**config.mk**
```make
export PLATFORM = sky130hd
export DESIGN_NAME = fetch_unit
export DESIGN_NICKNAME = d
export VERILOG_FILES = /design/src/rtl/fetch_unit.sv
export SDC_FILE = /design/constraint.sdc
export NUM_CORES = 1
export LEC_CHECK = 0
export CORE_ASPECT_RATIO = 0.9
export CORE_MARGIN = 1.5
export CORE_UTILIZATION = 43
export DETAILED_ROUTE_END_ITERATION = 7
export PLACE_DENSITY_LB_ADDON = 0.3
export SYNTH_ARGS = -nofsm -noshare
export SYNTH_HDL_FRONTEND = slang
export SYNTH_SLANG_ARGS = --single-unit
export TNS_END_PERCENT = 10
```
**constraint.sdc**
```tcl
create_clock -name clk -period 5.2 [get_ports clk]
set_input_delay 1.04 -clock clk [delete_from_list [all_inputs] [get_ports clk]]
set_output_delay 1.04 -clock clk [all_outputs]
set_load 0.02 [all_outputs]
```
**src/rtl/fetch_unit.sv**
```systemverilog
// rtl/fetch_unit.sv - instruction fetch stage with req/ack memory port and decoder handshake.
// Optional FETCH_PERF_EN adds saturating transfer/stall counters.
module fetch_unit #(
    parameter int                      ADDRESS_SIZE = 32,
    parameter logic [ADDRESS_SIZE-1:0] RESET_PC     = '0
) (
    input  logic                    clk,
    input  logic                    reset,
    output logic                    mem_req,
    output logic [ADDRESS_SIZE-1:0] mem_addr,
    input  logic                    mem_ack,
    input  logic [ADDRESS_SIZE-1:0] mem_data,
    input  logic                    stall,
    input  logic                    branch_taken,
    input  logic [ADDRESS_SIZE-1:0] branch_target,
    output logic [ADDRESS_SIZE-1:0] instruction,
    output logic [ADDRESS_SIZE-1:0] instr_pc,
    output logic                    instr_valid
`ifdef FETCH_PERF_EN
    ,
    output logic [31:0]             fetch_count,
    output logic [31:0]             stall_count
`endif
);

    typedef enum logic [1:0] {
        S_REQ   = 2'd0,
        S_FLUSH = 2'd1,
        S_OUT   = 2'd2
    } state_t;

    state_t                  state;
    state_t                  state_nxt;
    logic [ADDRESS_SIZE-1:0] pc;
    logic [ADDRESS_SIZE-1:0] pc_nxt;
    logic [ADDRESS_SIZE-1:0] addr_q;
    logic [ADDRESS_SIZE-1:0] target;
    logic                    req_en;
    logic                    ack;
    logic                    load;
    logic                    clear_valid;

    // pc is the next fetch address; addr_q is the address on the bus, which
    // must stay put while a flushed request drains.
    assign target   = branch_target & ~ADDRESS_SIZE'(3);
    assign mem_req  = req_en && (state == S_REQ || state == S_FLUSH);
    assign mem_addr = addr_q;
    assign ack      = mem_ack && mem_req;

    always_comb begin
        state_nxt   = state;
        pc_nxt      = pc;
        load        = 1'b0;
        clear_valid = 1'b0;
        case (state)
            S_REQ: begin
                if (branch_taken) begin
                    pc_nxt    = target;
                    state_nxt = (mem_req && !ack) ? S_FLUSH : S_REQ;
                end else if (ack) begin
                    load      = 1'b1;
                    pc_nxt    = pc + ADDRESS_SIZE'(4);
                    state_nxt = S_OUT;
                end
            end
            S_FLUSH: begin
                if (branch_taken) begin
                    pc_nxt = target;
                end
                if (ack) begin
                    state_nxt = S_REQ;
                end
            end
            S_OUT: begin
                // a redirect squashes the presented word even if the decoder takes it
                if (branch_taken) begin
                    pc_nxt      = target;
                    clear_valid = 1'b1;
                    state_nxt   = S_REQ;
                end else if (!stall) begin
                    clear_valid = 1'b1;
                    state_nxt   = S_REQ;
                end
            end
            default: begin
                state_nxt = S_REQ;
            end
        endcase
    end

    always_ff @(posedge clk) begin
        if (!reset) begin
            state       <= S_REQ;
            pc          <= RESET_PC;
            addr_q      <= RESET_PC;
            req_en      <= 1'b0;
            instruction <= '0;
            instr_pc    <= '0;
            instr_valid <= 1'b0;
        end else begin
            state  <= state_nxt;
            pc     <= pc_nxt;
            req_en <= 1'b1;
            if (state_nxt == S_REQ) begin
                addr_q <= pc_nxt;
            end
            if (load) begin
                instruction <= mem_data;
                instr_pc    <= addr_q;
                instr_valid <= 1'b1;
            end else if (clear_valid) begin
                instr_valid <= 1'b0;
            end
        end
    end

`ifdef FETCH_PERF_EN
    always_ff @(posedge clk) begin
        if (!reset) begin
            fetch_count <= '0;
            stall_count <= '0;
        end else if (state == S_OUT) begin
            if (!stall && !branch_taken && fetch_count != 32'hFFFF_FFFF) begin
                fetch_count <= fetch_count + 32'd1;
            end
            if (stall && stall_count != 32'hFFFF_FFFF) begin
                stall_count <= stall_count + 32'd1;
            end
        end
    end
`endif

endmodule

```
== Yosys cells after proc, flatten, opt, wreduce, memory -nomap -nowiden ==
Index checks and enable logic that the tools add are counted.
Cells by class
  add/subtract/negate cells: 1
  multipliers: 0
  div/mod/pow operators: 0
  magnitude comparators: 0
  equal/unequal tests: 2
  shift-type cells: 0
  muxes and demuxes: 20
  bitwise logic cells: 0
  reductions and logical operators: 9
Operators with widths (number)
  2-to-1 mux 32 bit: 3
  case mux 32 bit (2 select lines): 1
  adder 32 x 3 -> 32 bit, second input constant: 1
  2-to-1 mux 1 bit: 10
  2-to-1 mux 2 bit: 5
  case mux 2 bit (3 select lines): 1
  zero test 2 bit: 2
  logical AND 1 bit: 3
  equality test 2 x 1 -> 1 bit, second input constant: 1
  equality test 2 bit, second input constant: 1
  nonzero test 2 bit: 1
  OR reduction 2 bit: 1
  zero test 1 bit: 1
  logical OR 1 bit: 1
Word-level totals
  register bits: 132
  bits in latches: 0
  memory bits (writable): 0
  ROM bits: 0
  input port bits: 69
  output and inout bits: 98
  logic and storage cells: 39
  memories kept: 0

== Depth between registers and ports, before layout ==
Gate-level depths: netlist of the first run.
  depth after elaboration: 10
  gate-level depth with buffers: 9
  mapped depth without buffers: 7

== Worst setup path after synthesis of the first run ==
OpenSTA, ideal clock, no wires.
  path kind: input port to flip-flop
  start point: input port branch_taken
  end point: register addr_q[22], in the netlist mem_addr[22]
  arrival time: 2.603 ns
  data required time: 5.078 ns
  path slack: 2.475 ns
  stages: 5
  path buffers: 1
  cell sequence: buf_4 or4_4 nor3_1 mux2_1 o311a_1
Between the ends
  word-level cells in the longest chain between the ends: 3
RTL lines
  start: declaration: line 14  | input logic branch_taken,
  2-to-1 mux 2 bit (on tied branches): line 76, 57
  case mux 2 bit (3 select lines): line 55  | case (state)
  zero test 2 bit: line 104  | if (state_nxt == S_REQ) begin
  end signal: assignment: line 105  | addr_q <= pc_nxt;
  end: declaration: line 36  | logic [ADDRESS_SIZE-1:0] addr_q;
Parallel ways exist; a longest one is shown, timed or not.
A chain may end at the register's enable or synchronous reset.

== Final worst setup path of the first run ==
  start point: register state[0]
  end point: output port mem_req
Between the ends
  word-level cells in the longest chain between the ends: 3
RTL lines
  start: declaration: line 32  | state_t state;
  start signal: assignment: line 101  | state <= state_nxt;
  equality test 2 x 1 -> 1 bit or zero test 2 bit (tied branches): line 46  | assign mem_req = req_en && (state == S_REQ || state == S_FLUSH);
  logical OR 1 bit *: line 46
  logical AND 1 bit *: line 46
  end: declaration: line 9  | output logic mem_req,
Every way passes the cells marked *; elsewhere a longest branch is shown, timed or not.

==> results.txt, run 1 <==
The flow ran to the end, and the final reports show no timing, DRC or antenna violations. The peak per-stage delay on the critical path came out at around 600 ps. The vertical die dimension is approximately 120 um. The number of failing hold endpoints at the final stage is 0. On the final layout, the worst clock skew is around 17 ps. The total of fill cells in the finished design is approximately 1300. The setup path with the least slack is of type reg2out. The number of instances on the worst hold path came out at 2. The net switching share of the total power came out at 0.265. The total of endpoints with negative setup slack in the final report is 0. The share of layout cells above drive strength 1 came out at 0.0799. Setup repair after global routing left no endpoint under its margin.

The slowest stage of the critical path belongs to the cell sky130_fd_sc_hd__clkdlybuf4s50_1. For this configuration, the core starts out at a cell density of 0.443. The cell that appears most often on the critical path is sky130_fd_sc_hd__inv_1. The post-CTS setup buffer count is 0.

The final period utilization is 0.650. The leakage component of the power is a little over 3 nW. The number of primary I/O pins is about 170. The count of antenna diodes in the layout is 0. Of the synthesized area, sequential elements account for 0.423. Ranked by total cell area, the synthesized netlist is headed by sky130_fd_sc_hd__dfxtp_1 (42%), sky130_fd_sc_hd__nand2_1 (9.7%), sky130_fd_sc_hd__a21oi_1 (9.3%). The placer congestion estimate came out at 0.928. The number of storage elements in the synthesis netlist is 132. Wires add up to ~19000 um. The required time of the critical path came out at 4160 ps. The share of total power dissipated in combinational logic is 0.152. The sum of buffers and inverters on the critical path is 3. The share of total power dissipated in the clock network is 0.438.

The first routing iteration left roughly 650 violations. The number of gates given a new drive strength after cts came out at 0. The number of core rows is between 40 and 50. Among cell families on the critical path, the largest total delay comes from buffers and inverters.

Measured against its own limit, the worst slew margin works out to 0.229. Among all flip-flop cells after synthesis, the most frequent one is sky130_fd_sc_hd__dfxtp_1. The maximum buffer depth of the clock tree came out at 2. The detailed-routing iteration count for the pre-antenna-repair pass is 5. The initial antenna violation count is 0. The fraction of post-synthesis cell area in the top cell type by area is 0.423. The post-synth net total is between 800 and 900. The unique cell type count in the Yosys netlist came out at 74. The sum of negative setup slack came out at 0 ps. The signed area change from the synthesized netlist to the final layout came out at 37.3%. The Yosys warning count came out at 0. Data on the critical path arrives at its endpoint at about 2300 ps. The cell internal power dissipation is ~2 mW. Power spread over the standard cell area amounts to about 320 nW/um^2. The final max-slew violation count is 0. The sum of net half-perimeters after detailed placement came out at between 10000 and 15000 um.

The peak clock frequency supported by timing is 296 MHz. The mean instance size in the synthesized netlist came out at slightly above 8 sq um. The count of flip-flops with a built-in enable after synthesis is 0. The number of global-route vias before repair came out at slightly below 6000. After the last flow step, the layout net total stands at around 1000.

sky130_fd_sc_hd__dfxtp_1 takes more of the synthesized area than any other cell. The top cell types in the final layout, fill and taps aside, are sky130_fd_sc_hd__clkdlybuf4s50_1 (163), sky130_fd_sc_hd__nand2_1 (161), sky130_fd_sc_hd__dfxtp_1 (132), sky130_fd_sc_hd__a21oi_1 (116), sky130_fd_sc_hd__nor2_1 (45). The TritonCTS clock tree is yes.

The biggest fanout along the worst timing path is 16. The overflow left after global routing came out at 0. The wire length per cell after detailed routing is approximately 17 um.

The commonest non-fill, non-tap cell in the layout is sky130_fd_sc_hd__clkdlybuf4s50_1. The post-route antenna net violation count is 0. The routed design could run at a clock period as short as 3380 ps.

The count of cell instances traversed by the critical path came out at 5. IR analysis of the VDD net gives a maximum drop of 265 uV. The sequential power share is 0.410. Summing over every cut layer, the via total after detailed routing is 6264. The area of the placeable core came out at ~14000 sq um.

The all-layer global routing usage came out at 0.250. The total of hold buffers inserted after clock tree synthesis is 0. The final core utilization came out at 0.608. The gate count after technology mapping is around 780. The clock reaches the later pin of the worst-skew pair after between 400 and 500 ps.

Clock-pin slew was measured on the worst setup and hold paths at approximately 60 ps. Entering global routing, the biggest net connects 44 pins. The first global-routing pass estimated 30100 um of wire. The net load switching power is a little over 700 uW. The number of levels in the clock H-tree came out at 4. The area of the mapped netlist is approximately 6200 sq um. The horizontal die dimension is roughly 130 um. The worst setup path is captured at a primary output.

After detailed routing, the number of vias per cell comes to 5.60. The root buffer selected by CTS is sky130_fd_sc_hd__clkbuf_16. The number of port buffers came out at around 160. The share of flip-flops with an asynchronous set or reset came out at 0. The floorplan die area is 15300 sq um. The max-cap violation count is 0. The DRC violations left came out at 0. The worst setup path is launched from a register.

The path depth of the worst reg2reg path came out at 7. The tightest min-delay check is of the reg2reg type. The clock sink total came out at approximately 130. Walking the worst path, the cells encountered are inv_1 > ha_1 > o21ai_1 > inv_1 > clkdlybuf4s50_1.

Buffers inserted during clock tree synthesis total 17. The pin slew with the least headroom to its limit is 1150 ps.
==> cell type report <==
type | instances | area [sq um] | share of cell area
clock inverter | 14 | 163 | 0.0190
clock buffer | 18 | 429 | 0.0500
inverter | 16 | 61.3 | 0.00715
multi-input combinational | 569 | 3300 | 0.385
sequential | 132 | 2640 | 0.308
timing repair buffer | 177 | 1730 | 0.202
tap | 193 | 241 | 0.0282
==> power groups by stage <==
stage | Clock (mW) | Combinational (mW) | Sequential (mW)
after floorplan | 0 | 0.190 | 1.17
after global placement | 0 | 0.409 | 1.14
after detailed placement | 0 | 0.413 | 1.14
after CTS | 1.22 | 0.415 | 1.12
after global routing | 1.27 | 0.448 | 1.13
final | 1.20 | 0.416 | 1.12
==> kinds of logic after synthesis <==
logic type / count (synthesis) / share of synthesized area
AO/OA/AOI/OAI: 236 / 0.245
XOR/XNOR: 3 / 0.00421
adder cells (fa/ha/maj): 5 / 0.0100
buffers and inverters: 75 / 0.0487
flip-flops: 132 / 0.423
multiplexers: 21 / 0.0355
AND/OR/NAND/NOR: 304 / 0.233
==> metrics by stage <==
| step | instance area [sq um] | hold WS, ps | setup slack, ps | instances | power, mW |
|---|---|---|---|---|---|
| 2_1_floorplan | 6240 | 446 | 2480 | 776 | 1.36 |
| 3_3_place_gp | 7980 | 441 | 1580 | 1087 | 1.55 |
| 3_5_place_dp | 7980 | 446 | 1530 | 1087 | 1.55 |
| 4_1_cts | 8580 | 453 | 1830 | 1119 | 2.75 |
| 5_1_grt | 8580 | 471 | 1660 | 1119 | 2.85 |
| 6_report | 8580 | 451 | 1820 | 1119 | 2.73 |
==> flip-flops by register name (all words and copies together), names as in the netlist <==
register / flops
mem_addr: 32
pc: 32
instr_valid: 1
instruction: 32
state: 2
req_en: 1
instr_pc: 32
==> worst min-delay path: stages, from the launching register on <==
cell and delay, ps:
sky130_fd_sc_hd__dfxtp_1 300, sky130_fd_sc_hd__nand2_1 50, sky130_fd_sc_hd__a21oi_1 50
==> Yosys cell counts (3+ instances only) <==
| cell | count |
|---|---|
| sky130_fd_sc_hd__and3_1 | 5 |
| sky130_fd_sc_hd__and2_1 | 5 |
| sky130_fd_sc_hd__nand2_1 | 161 |
| sky130_fd_sc_hd__a21oi_1 | 116 |
| sky130_fd_sc_hd__a211oi_1 | 19 |
| sky130_fd_sc_hd__mux2_2 | 8 |
| sky130_fd_sc_hd__nor3_1 | 16 |
| sky130_fd_sc_hd__o21ai_0 | 19 |
| sky130_fd_sc_hd__or3_1 | 6 |
| sky130_fd_sc_hd__dfxtp_1 | 132 |
| sky130_fd_sc_hd__a221oi_1 | 6 |
| sky130_fd_sc_hd__nand4_1 | 9 |
| sky130_fd_sc_hd__a22o_1 | 4 |
| sky130_fd_sc_hd__ha_1 | 5 |
| sky130_fd_sc_hd__nor2b_1 | 11 |
| sky130_fd_sc_hd__nor4_1 | 4 |
| sky130_fd_sc_hd__o311a_1 | 3 |
| sky130_fd_sc_hd__nor2_1 | 45 |
| sky130_fd_sc_hd__a311oi_1 | 3 |
| sky130_fd_sc_hd__mux2i_1 | 12 |
| sky130_fd_sc_hd__o41ai_2 | 3 |
| sky130_fd_sc_hd__a222oi_1 | 4 |
| sky130_fd_sc_hd__o211ai_1 | 6 |
| sky130_fd_sc_hd__a22oi_1 | 4 |
| sky130_fd_sc_hd__o31ai_1 | 7 |
| sky130_fd_sc_hd__nand3_1 | 13 |
| sky130_fd_sc_hd__and4_1 | 7 |
| sky130_fd_sc_hd__buf_2 | 12 |
| sky130_fd_sc_hd__inv_1 | 15 |
| sky130_fd_sc_hd__clkbuf_1 | 43 |
| sky130_fd_sc_hd__a21o_1 | 6 |
| sky130_fd_sc_hd__nand2b_1 | 3 |
| sky130_fd_sc_hd__a31oi_1 | 10 |
==> per-layer routing <==
layer | vias to the layer above | track usage | part of all wire
met5 | - | 0 | 0
met4 | 0 | 0.0958 | 0.023
met3 | 37 | 0.0579 | 0.067
met2 | 272 | 0.383 | 0.46
met1 | 2893 | 0.339 | 0.45
li1 | 3062 | - | -
==> final timing paths <==
check	startpoint	endpoint	slack, ps
setup reg to reg	state[0]	mem_addr[22]	2110
setup / recovery	state[0]	mem_req	1820
hold / removal	instruction[28]	instruction[28]	450
hold reg to reg	instruction[28]	instruction[28]	450
(Power assumes the default switching activity.)
==> inputs of run 2 (changes only) <==
- clock period: 5.2 -> 3.2 ns (I/O delays scaled with it)
==> run 2 against run 1 <==
Compared with the run above:
- non-clock buffer count grew 13
- combinational power grew 64%
- die area is the same
- clock power grew 56%
- critical path depth is the same
- power grew 60%
- routed wire length grew 0.13%
- cell area grew 1.1%
- register-to-register slack lost 1800 ps
- cell count grew 1.1%
- hold slack lost 2.9 ps
- sequential share of layout area shrank 0.32 points
==> results.txt, run 2 (synthesized netlist as in run 1, its figures left out) <==
The initial antenna violation count is 0 (unchanged). The clock-pin transition on the worst setup and hold timing paths came to 60 ps (about the same). The detailed-routing iteration count for the pre-antenna-repair pass is 5 (unchanged). The area of the multi-input gates is 3300 sq um (unchanged). The placer congestion estimate was 0.957 (+3.1%). The path class of the tightest hold or removal check is reg2reg.

Setup repair after global routing left no endpoint under its margin. The floorplan die area is 15300 sq um (unchanged). The overflow left after global routing came out at 0 (unchanged). The clock sink total came out at 132 (unchanged). The biggest fanout along the worst timing path came out at 16 (unchanged). The number of primary I/O pins is 167 (unchanged). The sum of net half-perimeters after detailed placement came to 13100 um (about the same). The wire length of the first global-routing pass is 30100 um (about the same).

The all-layer global routing usage came out at 0.251 (+0.000502). The worst setup slack after placement was 128 ps (-1400 ps). The tightest slew margin relative to the limit is 0.269 (+0.0397). The pin slew with the least headroom to its limit is 1100 ps (-58.3 ps). The net load switching power is 1.16 mW (+60%). The area taken by flip-flops and latches is 2640 sq um (unchanged).

The number of failing hold endpoints at the final stage came to 0 (unchanged). The worst-case vdd ir drop is 381 uV (+44%). The pin count of the biggest net entering global routing was 45 (+2.3%).

The total wirelength of the detailed-routed design is 18800 um (+0.13%). The leakage component of the power is 3.13 nW (+2.2%). The horizontal die dimension came out at 130 um (unchanged). The signed area change from the synthesized netlist to the final layout came out at 38.8%. The placed cell count is 1100 (+1.2%).

The top cell types in the final layout, fill and taps aside, are sky130_fd_sc_hd__clkdlybuf4s50_1 (163), sky130_fd_sc_hd__nand2_1 (161), sky130_fd_sc_hd__dfxtp_1 (132), sky130_fd_sc_hd__a21oi_1 (116), sky130_fd_sc_hd__nor2_1 (45). The sequential power share is 0.416 (+0.006). The post-route antenna net violation count is 0 (unchanged).

The number of levels in the clock H-tree was 4 (unchanged). The latest clock arrival within the worst-skew pair is 420 ps (about the same). The cell internal power dissipation came out at 3.21 mW (+60%). The post-CTS setup buffer count is 0 (unchanged). The number of buffers added by the clock tree synthesis step came out at 17 (unchanged). The final non-filler cell total is 1131 (+1.1%). The wire length per cell after detailed routing is 16.6 um (-0.93%).

The post-detailed-route via-to-cell ratio is 5.58 (-0.24%). The critical path capture point type is a primary output. The final max-slew violation count came out at 0 (unchanged). The worst hold-check slack was 448 ps (-2.93 ps).

The max-cap violation count came out at 0 (unchanged). The commonest non-fill, non-tap cell in the layout is sky130_fd_sc_hd__clkdlybuf4s50_1. The clock skew came out at 10.0 ps (-6.55 ps). The flow ran to the end, and the final reports show no timing, DRC or antenna violations. The root buffer selected by CTS is sky130_fd_sc_hd__clkbuf_16.

The number of core rows came to 41 (unchanged). The portion of total power attributed to combinational logic is 0.156 (+0.004). The count of routing violations after the opening detailed-route iteration came out at 574 (-12%). The vertical die dimension came out at 117 um (unchanged). The number of gates given a new drive strength after cts is 0 (unchanged). The worst endpoint data arrival time is 2310 ps (-30 ps). The TritonCTS clock tree is yes. The share of layout cells above drive strength 1 is 0.0928 (+0.0128). The post-layout total power came out at 4.38 mW (+60%). The DRC violations left came out at 0 (unchanged). The total of fill cells in the finished design is 1284 (+2.0%). The net switching share of the total power is 0.266 (+0.000389).

The clock period minus final worst setup slack is between 2000 and 3000 ps. The area of the placeable core is 14100 sq um (unchanged). The share of total power in the clock network is 0.428 (-0.010).

The maximum buffer depth of the clock tree came out at 2 (unchanged). The required time of the critical path is 2560 ps (-1600 ps). The power density over cell area was 505 nW/um^2 (+58%). The sum of negative setup slack is 0 ps (unchanged). The worst setup margin came out at 254 ps (-1570 ps). The total of hold buffers inserted after clock tree synthesis came out at 0 (unchanged). The number of port buffers is 164 (unchanged).

The number of global-route vias before repair is 5781 (-1.7%). The layout net count is 1000 (+1.3%). The startpoint class of the critical path is a register. In the finished design, the share of the clock period the worst path needs comes to 0.921. The critical path in this run is classified as reg2out. Derived from the worst setup path, the maximum achievable clock frequency is approximately 340 MHz. The count of antenna diodes in the layout is 0 (unchanged). The total of endpoints with negative setup slack in the final report came to 0 (unchanged). The via count is 6316 (+0.83%). The effective utilization at floorplan is 0.443 (unchanged).
==> run 2: path summary, 6_finish.rpt <==
path,startpoint,endpoint,slack (ps),cells after the start
max,state[1],mem_req,250,5
max reg2reg,state[1],mem_addr[16],330,7
min reg2reg,instr_pc[10],instr_pc[10],450,2
min,instr_pc[10],instr_pc[10],450,2
==> run 2: area by class of cell <==
| type | instances | share of cell area |
|---|---|---|
| multi-input combinational | 569 | 0.381 |
| sequential | 132 | 0.305 |
| timing repair buffer | 190 | 0.213 |
| clock buffer | 22 | 0.0570 |
| tap | 193 | 0.0279 |
| clock inverter | 9 | 0.00895 |
| inverter | 16 | 0.00707 |
==> run 2: critical path, cell delays in order (launching register included) <==
cell                              delay [ps]
sky130_fd_sc_hd__dfxtp_1                 350
sky130_fd_sc_hd__inv_1                    90
sky130_fd_sc_hd__ha_1                    520
sky130_fd_sc_hd__o21ai_1                 250
sky130_fd_sc_hd__inv_1                    90
sky130_fd_sc_hd__clkdlybuf4s50_1         590
==> run 2: stage by stage <==
stage	cell area, sq um	util
final	8670	0.614
after global routing	8670	0.614
after CTS	8670	0.614
after detailed placement	8090	0.574
after global placement	8090	0.574
after floorplan	6240	-
==> run 2: power by group through the flow <==
stage | combinational (mW) | clock (mW) | sequential (mW)
global route | 0.739 | 1.98 | 1.83
global placement | 0.671 | 0 | 1.85
floorplan | 0.309 | 0 | 1.91
detailed placement | 0.680 | 0 | 1.85
finish | 0.684 | 1.87 | 1.82
CTS | 0.683 | 1.90 | 1.82
==> run 2: metal layers <==
metal / share of wire / wire (um) / global-route usage
met3: 0.062 / 1170 / 0.0493
met5: 0 / 0 / 0
met2: 0.45 / 8500 / 0.374
met1: 0.47 / 8800 / 0.355
met4: 0.017 / 314 / 0.0931
